[src/rtl/tsc_error_monitor.sv]
// Registered fault monitor for the final two-rail pair of the TSC checker tree.
// Optional window toggle check is built only when TSC_TOGGLE_CHECK_EN is defined.
module tsc_error_monitor #(
    parameter int THRESH = 2,
    parameter int CNT_W  = 8,
    parameter int WINDOW = 64
) (
    input  logic             clk,
    input  logic             rst,
    input  logic             f,
    input  logic             g,
    input  logic             chk_valid,
    input  logic             err_ack,
    input  logic             err_clr,
    output logic             err_irq,
    output logic             err_sticky,
    output logic [CNT_W-1:0] err_cnt,
    output logic [1:0]       err_state,
    output logic             no_toggle
);

    typedef enum logic [1:0] {
        ST_OK      = 2'b00,
        ST_SUSPECT = 2'b01,
        ST_FAULT   = 2'b10,
        ST_UNUSED  = 2'b11
    } state_t;

    localparam logic [3:0] THRESH_C = 4'(THRESH);

    state_t           state_q, state_d;
    logic [3:0]       consec_q, consec_d;
    logic             irq_q, irq_d;
    logic             sticky_q, sticky_d;
    logic [CNT_W-1:0] cnt_q, cnt_d;
    logic [CNT_W-1:0] cntBase;
    logic [3:0]       consecInc;
    logic             bad, good, enterFault;

    assign bad       = chk_valid & ~(f ^ g);
    assign good      = chk_valid &  (f ^ g);
    assign consecInc = consec_q + 4'd1;

    // Next-state decision is made on the current sample; ack in FAULT beats any bad sample.
    always_comb begin
        state_d  = state_q;
        consec_d = consec_q;
        case (state_q)
            ST_OK: begin
                if (bad) begin
                    if (THRESH_C == 4'd1) begin
                        state_d  = ST_FAULT;
                        consec_d = THRESH_C;
                    end else begin
                        state_d  = ST_SUSPECT;
                        consec_d = 4'd1;
                    end
                end
            end
            ST_SUSPECT: begin
                if (good) begin
                    state_d  = ST_OK;
                    consec_d = 4'd0;
                end else if (bad) begin
                    if (consecInc == THRESH_C) begin
                        state_d  = ST_FAULT;
                        consec_d = THRESH_C;
                    end else begin
                        consec_d = consecInc;
                    end
                end
            end
            ST_FAULT: begin
                if (err_ack) begin
                    state_d  = ST_OK;
                    consec_d = 4'd0;
                end else begin
                    consec_d = THRESH_C;
                end
            end
            default: begin
                state_d  = ST_OK;
                consec_d = 4'd0;
            end
        endcase

        enterFault = (state_d == ST_FAULT) && (state_q != ST_FAULT);
        irq_d      = (state_d == ST_FAULT);
        sticky_d   = (err_clr ? 1'b0 : sticky_q) | enterFault;

        cntBase = err_clr ? '0 : cnt_q;
        cnt_d   = cntBase;
        if (bad && (cntBase != {CNT_W{1'b1}})) begin
            cnt_d = cntBase + 1'b1;
        end
    end

    always_ff @(posedge clk or posedge rst) begin
        if (rst) begin
            state_q  <= ST_OK;
            consec_q <= 4'd0;
            irq_q    <= 1'b0;
            sticky_q <= 1'b0;
            cnt_q    <= '0;
        end else begin
            state_q  <= state_d;
            consec_q <= consec_d;
            irq_q    <= irq_d;
            sticky_q <= sticky_d;
            cnt_q    <= cnt_d;
        end
    end

    assign err_state  = state_q;
    assign err_irq    = irq_q;
    assign err_sticky = sticky_q;
    assign err_cnt    = cnt_q;

`ifdef TSC_TOGGLE_CHECK_EN
    localparam int WIN_W = (WINDOW > 1) ? $clog2(WINDOW) : 1;

    logic [WIN_W-1:0] winCnt_q;
    logic             seen01_q, seen10_q, noToggle_q;
    logic             is01, is10, blockEnd;

    assign is01     = chk_valid & ~f &  g;
    assign is10     = chk_valid &  f & ~g;
    assign blockEnd = chk_valid && (winCnt_q == WIN_W'(WINDOW - 1));

    // The closing sample of a block is folded into the seen flags before judging it.
    always_ff @(posedge clk or posedge rst) begin
        if (rst) begin
            winCnt_q   <= '0;
            seen01_q   <= 1'b0;
            seen10_q   <= 1'b0;
            noToggle_q <= 1'b0;
        end else begin
            if (blockEnd) begin
                winCnt_q <= '0;
                seen01_q <= 1'b0;
                seen10_q <= 1'b0;
            end else if (chk_valid) begin
                winCnt_q <= winCnt_q + 1'b1;
                seen01_q <= seen01_q | is01;
                seen10_q <= seen10_q | is10;
            end
            if (blockEnd && (!(seen01_q | is01) || !(seen10_q | is10))) begin
                noToggle_q <= 1'b1;
            end else if (err_clr) begin
                noToggle_q <= 1'b0;
            end
        end
    end

    assign no_toggle = noToggle_q;
`else
    logic [31:0] unused_window;
    assign unused_window = 32'(WINDOW);
    assign no_toggle     = 1'b0;
`endif

endmodule
[config.mk]
export PLATFORM = sky130hd
export DESIGN_NAME = tsc_error_monitor
export DESIGN_NICKNAME = d
export VERILOG_FILES = /design/src/rtl/tsc_error_monitor.sv
export SDC_FILE = /design/constraint.sdc
export NUM_CORES = 1
export LEC_CHECK = 0
export CAP_MARGIN = 20
export CORE_MARGIN = 2
export CORE_UTILIZATION = 53
export CTS_BUF_LIST = sky130_fd_sc_hd__clkbuf_4 sky130_fd_sc_hd__clkbuf_8 sky130_fd_sc_hd__clkbuf_16
export DETAILED_ROUTE_END_ITERATION = 16
export HOLD_SLACK_MARGIN = 0.05
export PLACE_DENSITY_LB_ADDON = 0.08
export SYNTH_ARGS = -nofsm -noshare
export SYNTH_HDL_FRONTEND = slang
export SYNTH_SLANG_ARGS = --single-unit
export TNS_END_PERCENT = 1
[constraint.sdc]
create_clock -name clk -period 4.15 [get_ports clk]
set_input_delay 0.83 -clock clk [delete_from_list [all_inputs] [get_ports clk]]
set_output_delay 0.83 -clock clk [all_outputs]
set_load 0.05 [all_outputs]
==> impl_summary.md <==
Outcome
The flow ran to the end, and the final reports show no timing, DRC or antenna violations.

STA
Setup violations remaining at the end of the flow were counted as 0. The worst slew margin relative to its limit is 60.2%. In the finished design, the share of the clock period the worst path needs comes to 64.0%.

Setup repair after global routing left no endpoint under its margin. Once routing completed, OpenROAD measured the worst setup slack at 1.49 ns. The shortest period the worst path allows is 2.66 ns. Derived from the worst setup path, the maximum achievable clock frequency is 0.377 GHz. The number of pins with negative max-slew slack in the final report was 0. On the final layout, the worst clock skew is 0.00566 ns. The accumulated negative setup slack is 0 ns. The slew at the pin with the worst max-slew slack is 0.596 ns. The count of endpoints failing hold in the final timing report was 0.

Power and ir drop
The analysis attributes to cell leakage a power of 0.000508 uW. For this design the total switching power over the nets is 180 uW. The internal power summed over all cells is 296 uW. VDD sags by at most 0.000409 V. The clock share of power is 22.5%. Dividing total power by cell area gives a power density of 405 nW/um^2. Net switching is 37.8% of the power. The share of total power dissipated in combinational logic is 33.0%. Registers are responsible for 44.6% of the overall power.

Setup path
The startpoint type of the worst setup path is an input port. STA classifies the critical path endpoint as a flop. In this run the worst path has a maximum fanout of 12. For the worst setup path, the data arrival time is 2.85 ns. The worst-case reg-to-reg path depth is 5.

The required time of the critical path is 4.34 ns. The critical path is of the input port to flop type.

Place
The post-placement setup slack is 1.18 ns. The cell count after placement is 134. The congestion estimate from routability-driven global placement came to 0.798. Detailed placement finished with a half-perimeter wire length of 1340 um. Port buffering added 18 buffers.

Finish
0 antenna diodes ended up in the layout. The number of standard cells in the layout, taps in and fillers out is 138. The total number of nets in the final design is 124. The area growth from synthesis to layout is 24.2%.

The post-route netlist has 7.96% of its cells at a drive strength greater than 1.

Logic synthesis
The number of instances in the synthesized netlist is 95. Summed over its instances, the top area cell type makes up 42.3% of the synthesized netlist area. Sorting the synthesized cells by how often they occur yields 16 x dfrtp_1, 7 x nor2_1, 6 x nand2_1. Summed over all instances, the cell type with the most area after synthesis is dfrtp_1. The dominant cell by count in the synthesized netlist is dfrtp_1. The count of cell types in the netlist is 34. Among all flip-flop cells after synthesis, the most frequent one is dfrtp_1. The area of the mapped netlist is 946 um^2.

Dividing the synthesized area by the synthesized cell count gives 9.96 um^2. For this run, the register share of the synthesized area comes to 42.3%. The synthesized flop and latch total is 16. Of all flip-flops after synthesis, the portion carrying an async set or reset was 100%. The number of warnings reported in the yosys synthesis log is 0. The total nets after synthesis is 105. In the post-synthesis netlist, the biggest area contributors are dfrtp_1 42%, ha_1 4.0%, xnor2_1 3.7%, xnor2_4 2.9%, nor2_1 2.8%. The number of synthesized flops with an enable pin is 0.

Drt
The post-route DRC violation count is 0. The average vias per placed instance is 5.43. The detailed router placed 749 vias in this run. In this run, the number of DRC markers left after iteration 0 of detailed routing was 13. The first TritonRoute pass finished after 4 iterations. After detailed routing, the average wire length per cell comes to 13.4 um. The remaining antenna violation count is 0. After detailed routing, the total wire length is 1850 um.

Floorplanning
The initial cell density of the core is 55.4%. In this run the count of I/O pins placed on the die edge is 20. The chip height is 46.2 um. The area of the placeable core is 1710 um^2. The count of standard-cell rows is 15. The floorplan step defined a die boundary enclosing 2140 um^2. The die outline width is 46.2 um.

Clocking
The total of hold buffers inserted after clock tree synthesis is 0. The CTS sink count is 16. In this run the clock root is driven by a clkbuf_4. The clock tree from TritonCTS is yes. After clock tree synthesis, the repair step resized 0 gates. The clock edge transition at the registers on the reported setup and hold paths is 0.10 ns. CTS built an H-tree with a depth of 1. The maximum clock insertion buffer count is 2.

Counting the buffers created by CTS gives 3. Clock latency on the worst-skew pair, taken at its later pin, is 0.30 ns. The buffers inserted during post-CTS setup optimization is 0.

Global route
Global routing consumed, over all layers together, 20.8% of the routing resources. The total congestion overflow after global routing is 0. The pin count of the biggest net entering global routing is 17. The number of global-route vias before repair is 722. The number of antenna violations at the first check in global routing is 0. The first-pass GRT wire length is 3150 um.

Hold path
The path type of the worst min-delay path is flop to flop. The count of cells along the worst hold path is 2.

Job
The number of maximum-capacitance violations is 0.
==> placed cells by master, fill, tap and decap left out, types with 2 or more instances in the layout <==
master           synthesis  final
a211oi_1                 3      3
ha_1                     3      3
nor2b_1                  4      4
and3_1                   2      2
nand4_1                  3      3
nor2_1                   7      7
dfrtp_1                 16     16
or4b_1                   2      2
mux2i_1                  2      2
and2_1                   2      2
inv_1                    5      5
clkdlybuf4s50_1          0     18
nand4b_1                 2      2
nand3_1                  5      5
a32oi_1                  2      2
mux2_2                   2      2
xnor2_1                  4      4
nand2b_1                 3      3
clkbuf_4                 0      3
nand2_1                  6      6
o21ai_0                  5      5
==> worst paths after layout <==
path / startpoint / to / slack (ns)
worst min-delay path: err_sticky / err_sticky / 0.56
worst max register to register: err_cnt[0] / err_cnt[1] / 2.29
max in group asynchronous: rst / consec_q[2] / 2.86
min in group asynchronous: rst / err_cnt[1] / 0.90
worst max-delay path: err_clr / err_cnt[1] / 1.49
worst min register to register: err_sticky / err_sticky / 0.56
==> cell type report <==
type / instances / area, um^2
clock buffers: 4 / 36.3
multi-input cells: 70 / 508
repair buffers: 18 / 180
flip-flops and latches: 16 / 400
well taps: 25 / 31.3
inverters: 5 / 18.8
fillers: 150 / 533
==> cells by family after synthesis <==
| group | after synthesis | synth area share (%) |
|---|---|---|
| buffers and inverters | 9 | 3.97 |
| DFF | 16 | 42.3 |
| other | 1 | 0.396 |
| AOI/OAI and AO/OA | 15 | 12.4 |
| muxes | 4 | 4.50 |
| adders and majority gates | 3 | 3.97 |
| and+or+nand+nor | 42 | 25.8 |
| xor gates and xnor gates | 5 | 6.61 |
==> registers in the layout, indices dropped and copies added (netlist names) <==
name,cells
err_cnt,8
consec_q,4
err_state,2
err_irq,1
err_sticky,1
==> critical path, cell delays in order <==
cell             delay, ns
clkdlybuf4s50_1       0.59
nor2b_1               0.28
ha_1                  0.22
nand4b_1              0.17
o311ai_4              0.37
mux2_2                0.38
==> power groups by stage <==
stage | Combinational (uW) | Clock [uW] | Sequential [uW]
6_report | 157 | 107 | 212
5_1_grt | 170 | 113 | 216
4_1_cts | 158 | 108 | 211
3_5_place_dp | 157 | 0 | 214
3_3_place_gp | 156 | 0 | 212
2_1_floorplan | 80.3 | 0 | 241
==> per-layer routing <==
layer | vias up | wire length, um | share of wire (%) | track usage (%)
met5 | - | 0 | 0 | 0
met2 | 19 | 779 | 42 | 31.1
met3 | 4 | 75 | 4.1 | 5.10
li1 | 381 | - | - | -
met1 | 345 | 966 | 52 | 29.4
met4 | 0 | 23 | 1.2 | 6.86
==> per-stage QoR <==
stage          power [uW]  hold WS (ns)  utilization (%)  area (um^2)
6_report              476         0.557             68.8         1170
5_1_grt               500         0.593             68.8         1170
4_1_cts               476         0.552             68.8         1170
3_5_place_dp          370         0.523             66.7         1140
3_3_place_gp          368         0.536             66.7         1140
2_1_floorplan         321         0.539                -          946
(Power assumes the default switching activity.)
